<file path="src/rtl/mem_port_arbiter.sv">
// rtl/mem_port_arbiter.sv - unified memory port sequencer/arbiter between the
// multicycle control unit and a DMA/debug requester, with timeout and anti-starvation.
module mem_port_arbiter #(
  parameter int ADDR_W     = 32,
  parameter int DATA_W     = 32,
  parameter int STARVE_MAX = 4,
  parameter int TIMEOUT    = 16
) (
  input  logic              clk,
  input  logic              rst_n,
  input  logic              cpu_req,
  input  logic              cpu_we,
  input  logic [ADDR_W-1:0] cpu_addr,
  input  logic [DATA_W-1:0] cpu_wdata,
  output logic [DATA_W-1:0] cpu_rdata,
  output logic              cpu_done,
  output logic              cpu_stall,
  input  logic              dma_req,
  input  logic              dma_we,
  input  logic [ADDR_W-1:0] dma_addr,
  input  logic [DATA_W-1:0] dma_wdata,
  output logic [DATA_W-1:0] dma_rdata,
  output logic              dma_done,
  output logic              mem_en,
  output logic              mem_we,
  output logic [ADDR_W-1:0] mem_addr,
  output logic [DATA_W-1:0] mem_wdata,
  input  logic [DATA_W-1:0] mem_rdata,
  input  logic              mem_ready,
  output logic              bus_error
);

  localparam int STARVE_W = $clog2(STARVE_MAX + 1);
  localparam int WAIT_W   = $clog2(TIMEOUT);

  typedef enum logic [1:0] {
    IDLE      = 2'd0,
    GRANT_CPU = 2'd1,
    GRANT_DMA = 2'd2
  } state_t;

  state_t              state;
  state_t              state_nxt;
  logic [STARVE_W-1:0] starve_cnt;
  logic [WAIT_W-1:0]   wait_cnt;
  logic                starved;
  logic                pick_cpu;
  logic                pick_dma;
  logic                start;
  logic                timed_out;
  logic                finish;
  logic [DATA_W-1:0]   rd_result;

  // DMA only wins a contested slot once the CPU has taken STARVE_MAX of them in a row.
  always_comb begin
    starved   = (starve_cnt == STARVE_W'(STARVE_MAX));
    pick_dma  = dma_req & (~cpu_req | starved);
    pick_cpu  = cpu_req & ~pick_dma;
    start     = (state == IDLE) & (pick_cpu | pick_dma);
    timed_out = ~mem_ready & (wait_cnt == WAIT_W'(TIMEOUT - 1));
    finish    = (state != IDLE) & (mem_ready | timed_out);
    rd_result = mem_ready ? mem_rdata : {DATA_W{1'b1}};
  end

  always_comb begin
    state_nxt = state;
    case (state)
      IDLE: begin
        if (pick_cpu) begin
          state_nxt = GRANT_CPU;
        end else if (pick_dma) begin
          state_nxt = GRANT_DMA;
        end
      end
      GRANT_CPU, GRANT_DMA: begin
        if (finish) begin
          state_nxt = IDLE;
        end
      end
      default: state_nxt = IDLE;
    endcase
  end

  always_ff @(posedge clk or negedge rst_n) begin
    if (!rst_n) begin
      state <= IDLE;
    end else begin
      state <= state_nxt;
    end
  end

  always_ff @(posedge clk or negedge rst_n) begin
    if (!rst_n) begin
      mem_en     <= 1'b0;
      mem_we     <= 1'b0;
      mem_addr   <= '0;
      mem_wdata  <= '0;
      cpu_rdata  <= '0;
      dma_rdata  <= '0;
      cpu_done   <= 1'b0;
      dma_done   <= 1'b0;
      bus_error  <= 1'b0;
      starve_cnt <= '0;
      wait_cnt   <= '0;
    end else begin
      cpu_done  <= 1'b0;
      dma_done  <= 1'b0;
      bus_error <= 1'b0;
      if (start) begin
        mem_en    <= 1'b1;
        mem_we    <= pick_dma ? dma_we    : cpu_we;
        mem_addr  <= pick_dma ? dma_addr  : cpu_addr;
        mem_wdata <= pick_dma ? dma_wdata : cpu_wdata;
        wait_cnt  <= '0;
        if (pick_dma) begin
          starve_cnt <= '0;
        end else if (dma_req && !starved) begin
          starve_cnt <= starve_cnt + STARVE_W'(1);
        end
      end else if (finish) begin
        // Latched mem_we tells us whether this access returns data.
        mem_en    <= 1'b0;
        bus_error <= timed_out;
        if (state == GRANT_CPU) begin
          cpu_done <= 1'b1;
          if (!mem_we) begin
            cpu_rdata <= rd_result;
          end
        end else begin
          dma_done <= 1'b1;
          if (!mem_we) begin
            dma_rdata <= rd_result;
          end
        end
      end else if (state != IDLE) begin
        wait_cnt <= wait_cnt + WAIT_W'(1);
      end
    end
  end

  assign cpu_stall = cpu_req & ~cpu_done;

endmodule

</file>
<file path="config.mk">
export PLATFORM = sky130hd
export DESIGN_NAME = mem_port_arbiter
export DESIGN_NICKNAME = d
export VERILOG_FILES = /design/src/rtl/mem_port_arbiter.sv
export SDC_FILE = /design/constraint.sdc
export NUM_CORES = 1
export LEC_CHECK = 0
export BUFFER_PORTS_ARGS = -buffer_cell sky130_fd_sc_hd__buf_2
export CORE_ASPECT_RATIO = 1.4
export CORE_MARGIN = 5
export CORE_UTILIZATION = 43
export CTS_BUF_LIST = sky130_fd_sc_hd__clkbuf_4 sky130_fd_sc_hd__clkbuf_8 sky130_fd_sc_hd__clkbuf_16
export DETAILED_ROUTE_END_ITERATION = 7
export GPL_ROUTABILITY_DRIVEN = 0
export PLACE_DENSITY = 0.78
export SYNTH_ARGS = -nofsm -noshare
export SYNTH_HDL_FRONTEND = slang
export SYNTH_SLANG_ARGS = --single-unit
</file>
<file path="constraint.sdc">
create_clock -name clk -period 1.8 [get_ports clk]
set_input_delay 0 -clock clk [delete_from_list [all_inputs] [get_ports clk]]
set_output_delay 0 -clock clk [all_outputs]
set_load 0.01 [all_outputs]
</file>
# [Word level (Yosys, flattened, before mapping)]
# Index checks and enable logic that the tools add are counted.
[op_classes] magnitude_cmp=0 shifts=0 mux=23 bitwise=16 eq_ne=7 n_reduce_logical=13 n_div=0 add_sub_neg=2 n_mul=0
[ops] op="32-bit two-way mux" n=3
[ops] op="4-bit two-way mux" n=3
[ops] op="1-bit two-way mux" n=11
[ops] op="4-bit AND reduction" n=2
[ops] op="2-bit nonzero test" n=4
[ops] op="1-bit inverter" n=7
[ops] op="1-bit bitwise AND" n=6
[ops] op="2-bit two-way mux" n=3
[ops] op="3-bit two-way mux" n=2
[ops] op="2-bit AND reduction" n=3
[ops] op="4-bit by 1-bit adder with 4-bit output (second input constant)" n=1
[ops] op="4-bit equality test (second input constant)" n=1
[ops] op="2-bit != test (second input constant)" n=2
[ops] op="2-bit one-hot mux with 2 select lines" n=1
[ops] op="3-bit by 1-bit adder with 3-bit output (second input constant)" n=1
[ops] op="3-bit equality test (second input constant)" n=1
[ops] op="3-bit != test (second input constant)" n=1
[ops] op="1-bit bitwise OR" n=3
[ops] op="2-bit by 1-bit equality test with 1-bit output (second input constant)" n=1
[ops] op="2-bit equality test (second input constant)" n=1
[ops] op="2-bit logical NOT" n=1
[ops] op="2-bit OR reduction" n=1
[ops] op="1-bit logical AND" n=1
[ops] op="1-bit logical NOT" n=1
[totals] mem_bits_ro=0 inputBits=167 latchBits=0 out_inout_bits=134 ff_bits=142 n_memories=0 word_cells=73 ramBits=0

# [Depth between registers and ports, before layout]
[logic_depth] ltp_word=9 mapped_depth=8

# [Worst setup path after synthesis]
# No wires, ideal clock.
[synth_path] path_type="register to register" startpoint="register wait_cnt[0]" endpoint="register cpu_rdata[0]" arrival_time_ns=1.575 path_slack_ns=0.104 setup_time_ns=0.121 n_path_buf=2 period_less_slack_ns=1.696 required_time_ns=1.679 stages_incl_launch_ff=7 path_cell_list="dfrtp_1 -> ha_1 -> a31oi_4 -> and3b_1 -> buf_6 -> buf_6 -> o22a_1"
[synth_via] elab_chain_len=5
[synth_lines] element="start: declaration" line="45" rtl="logic [WAIT_W-1:0] wait_cnt;"
[synth_lines] element="start signal: assignment" line="136" rtl="wait_cnt <= wait_cnt + WAIT_W'(1);"
[synth_lines] element="4-bit equality test" line="60" rtl="timed_out = ~mem_ready & (wait_cnt == WAIT_W'(TIMEOUT - 1));"
[synth_lines] element="1-bit bitwise AND" line="60"
[synth_lines] element="1-bit bitwise OR" line="61" rtl="finish = (state != IDLE) & (mem_ready | timed_out);"
[synth_lines] element="1-bit bitwise AND" line="61"
[synth_lines] element="4-bit AND reduction (no source line)"
[synth_lines] element="end signal: assignment" line="127" rtl="cpu_rdata <= rd_result;"
[synth_lines] element="end: declaration" line="15" rtl="output logic [DATA_W-1:0] cpu_rdata,"
# Every way passes these cells.
# A chain may end at the register's enable or synchronous reset.

# [Worst setup path in the final report]
[layout_path] startpoint="register state[0]" endpoint="register mem_wdata[14]"
[layout_via] elab_chain_len=2
[layout_lines] element="start: declaration" line="42" rtl="state_t state;"
[layout_lines] element="start signal: assignment" line="88" rtl="state <= state_nxt;"
[layout_lines] element="2-bit logical NOT" line="59" rtl="start = (state == IDLE) & (pick_cpu | pick_dma);"
[layout_lines] element="1-bit bitwise AND" line="59"
[layout_lines] element="end signal: assignment" line="113" rtl="mem_wdata <= pick_dma ? dma_wdata : cpu_wdata;"
[layout_lines] element="end: declaration" line="27" rtl="output logic [DATA_W-1:0] mem_wdata,"
# Every way passes these cells.

==> impl_metrics.tcl <==
set metrics [dict create \
    rsz0062_at_grt "no" \
    io_buffers 300 \
    grt_pass1_vias 7487 \
    crit_arrival_ns 2.03 \
    yosysUniqueCellTypes 42 \
    htreeDepth 4 \
    worstPathCellList "inv_1 > ha_4 > buf_4 > buf_4 > nand4_1 > o211ai_2" \
    syn_area_um2 6500 \
    required_ns 2.13 \
    clk_pin_slew_ns 0.07 \
    cp_slowest_cell "dfrtp_1" \
    worstReg2RegEnd "mem_wdata[14]$_DFFE_PN0P_" \
    drt-total-wl_mm 24.2 \
    root_buffer "clkbuf_16" \
    period_share 0.944 \
    io_pins 301 \
    avgSynthCellArea_um2 11.1 \
    crit_path_max_fanout 36 \
    rrSetupSlack_ns 0.10 \
    dr.pass1.iters 4 \
    crit_path_end_kind "register" \
    drc 0 \
    final_util 0.701 \
    slowest_delay_ns 0.41 \
    grt_max_degree 53 \
    finalSetupViolCount 0 \
    post-cts-setup-buffers 0 \
    power_density_nw_per_um2 1530 \
    max_slew.worst_pin.slew_ns 0.507 \
    initial_utilization 0.436 \
    finalClockSkew_ns 0.0109 \
    synthesis.nets 759 \
    yosysWarnings 0 \
    grt.total_usage 0.272 \
    synth_seq_cells 142 \
    max_cap_viol_count 0 \
    power.ir.vdd_worst_uv 818 \
    cts_tree "yes" \
    status "finished clean" \
    ys_seq_area_frac 0.547 \
    insertion_delay_ns 0.41 \
    dp_hpwl_mm 14.1 \
    clock_sinks 142 \
    final_nets 1210 \
    cpMostUsedCell "buf_4" \
    vias 6951 \
    fmax_mhz 589 \
    die_area_um2 17700 \
    drtIter0Drc 552 \
    antenna_found_initial 1 \
    leakagePower_uw 0.00492 \
    slew_headroom 0.662 \
    dieHeight_um 155 \
    grt_pass1_wl_mm 38.5 \
    tns_ns 0 \
    final.min_clock_period_ns 1.70 \
    die_x_um 114 \
    numCtsBuffers 17 \
    synthCells 587 \
    slew_viol_final 0 \
    ant_nets 0 \
    r2r-start "state[0]$_DFFE_PN0P_" \
    syn_to_final_growth_pct 61.0 \
    hold_viol 0 \
    gr-total-overflow 0 \
    power_uw 16000 \
    ctsLongestPathBuffers 2 \
    min_path_type "in2async" \
    vias_per_cell 5.59 \
    critPathKind "reg2reg" \
    wl_per_cell_um 19.5 \
    std_cell_rows 53 \
    fp.coreArea_um2 14900 \
    startpoint_type "register" \
    final_layout_size_suffix_gt1_frac 0.396 \
    reg2regPathDepth 6 \
]
-- kinds of logic after synthesis --
group | share of synthesized area
flops | 0.547
buf+inv | 0.0526
simple gates | 0.167
fa+ha+maj | 0.00962
compound gates | 0.221
mux | 0.00154
xor+xnor | 0.00135
-- stage by stage --
stage / cells / hold slack (ns) / setup slack, ns / instance area [um2]
after floorplan: 587 / -0.296 / 0.104 / 6500
after global placement: 1045 / -0.0645 / 0.144 / 8230
after detailed placement: 1045 / -0.0634 / 0.0715 / 8230
after CTS: 1243 / 0.0656 / 0.0777 / 10400
after global routing: 1244 / 0.103 / 0.0146 / 10500
final: 1244 / 0.0860 / 0.102 / 10500
-- cells in the final DEF, fill, tap and decap left out, drive strengths merged, types with 2 or more instances in the layout --
master / netlist / routed
nor3b: 2 / 2
dfrtp: 142 / 142
buf: 35 / 325
nor4: 3 / 3
nand2: 140 / 140
o21ai: 6 / 6
nand4: 65 / 65
clkbuf: 24 / 18
nand3: 5 / 5
ha: 5 / 5
o211ai: 66 / 66
clkinvlp: 0 / 6
nor2b: 2 / 2
o22a: 64 / 64
inv: 6 / 14
dlygate4sd3: 0 / 166
-- worst max-delay path by stage --
stage	startpoint	depth (start not counted)	to	slack [ns]
detailed placement	state[0]$_DFFE_PN0P_	7	mem_wdata[5]$_DFFE_PN0P_	0.07
CTS	state[0]$_DFFE_PN0P_	7	mem_wdata[5]$_DFFE_PN0P_	0.08
global route	starve_cnt[0]$_DFFE_PN0P_	6	mem_addr[19]$_DFFE_PN0P_	0.01
floorplan	wait_cnt[0]$_DFFE_PN0P_	6	cpu_rdata[0]$_DFFE_PN0P_	0.10
global placement	state[0]$_DFFE_PN0P_	7	mem_wdata[3]$_DFFE_PN0P_	0.14
finish	state[0]$_DFFE_PN0P_	6	mem_wdata[14]$_DFFE_PN0P_	0.10
-- what timing repair did --
| action | in CTS | in global routing |
|---|---|---|
| hold buffers | 166 | 0 |
| resized for setup | 0 | 2 |
| endpoints found under the setup margin | 0 | 34 |
| hold endpoints to repair | 274 | 0 |
-- cells in the mapped netlist, drive strengths merged --
master	count	area [um2]
mux2i	1	10.0
nand2	140	526
inv	6	22.5
nand3b	1	7.51
or2	1	6.26
clkbuf	24	90.1
dfrtp	142	3550
and2	1	8.76
a31oi	1	21.3
ha	5	62.6
o22a	64	561
a21oi	1	5.00
a21bo	1	10.0
nor4	3	33.8
o21a	1	7.51
o221ai	1	8.76
o311ai	1	8.76
nand2b	1	6.26
buf	35	229
a22oi	1	7.51
or4	1	7.51
a211oi	1	7.51
nor3b	2	20.0
nor2	1	3.75
and3b	1	8.76
o21ai	6	30.0
nand4	65	407
a211o	1	8.76
nand3	5	25.0
o2bb2ai	1	8.76
nor3	1	5.00
xnor2	1	8.76
nor2b	2	12.5
o211ai	66	746
o21bai	1	7.51
nand4b	1	8.76
-- final cells by class --
class | instances | area, um2
repair buffers | 491 | 3460
diodes | 1 | 2.50
well taps | 192 | 240
clock buffers | 18 | 433
inverters | 6 | 22.5
clock inverters | 14 | 123
multi-input cells | 380 | 2630
fillers | 1021 | 4460
flip-flops and latches | 142 | 3550
-- critical path, delay by kind of cell (launching register included) --
kind / cells / cell delay (ns)
buf+inv: 3 / 0.61
flops: 1 / 0.41
simple gates: 1 / 0.23
fa+ha+maj: 1 / 0.22
compound gates: 1 / 0.15
-- state kept, by name, summed over array words and instances (netlist names) --
name        flops
wait_cnt        4
mem_en          1
mem_wdata      32
dma_rdata      32
starve_cnt      3
mem_we          1
cpu_rdata      32
dma_done        1
cpu_done        1
mem_addr       32
state           2
bus_error       1
-- where the power goes --
part           leakage, uW  total (uW)  switching (uW)  internal (uW)
registers          0.00169        5640             907           4740
clock network     0.000256        3300            1480           1830
logic              0.00297        7080            3900           3170
-- layer usage --
layer	wire length [um]	share of wire	global-route usage	up-vias
li1	-	-	-	3074
met1	8460	0.35	0.301	3333
met3	1900	0.078	0.0681	121
met5	0	0	0	-
met4	1350	0.056	0.152	0
met2	12500	0.52	0.473	423
(Power assumes the default switching activity.)
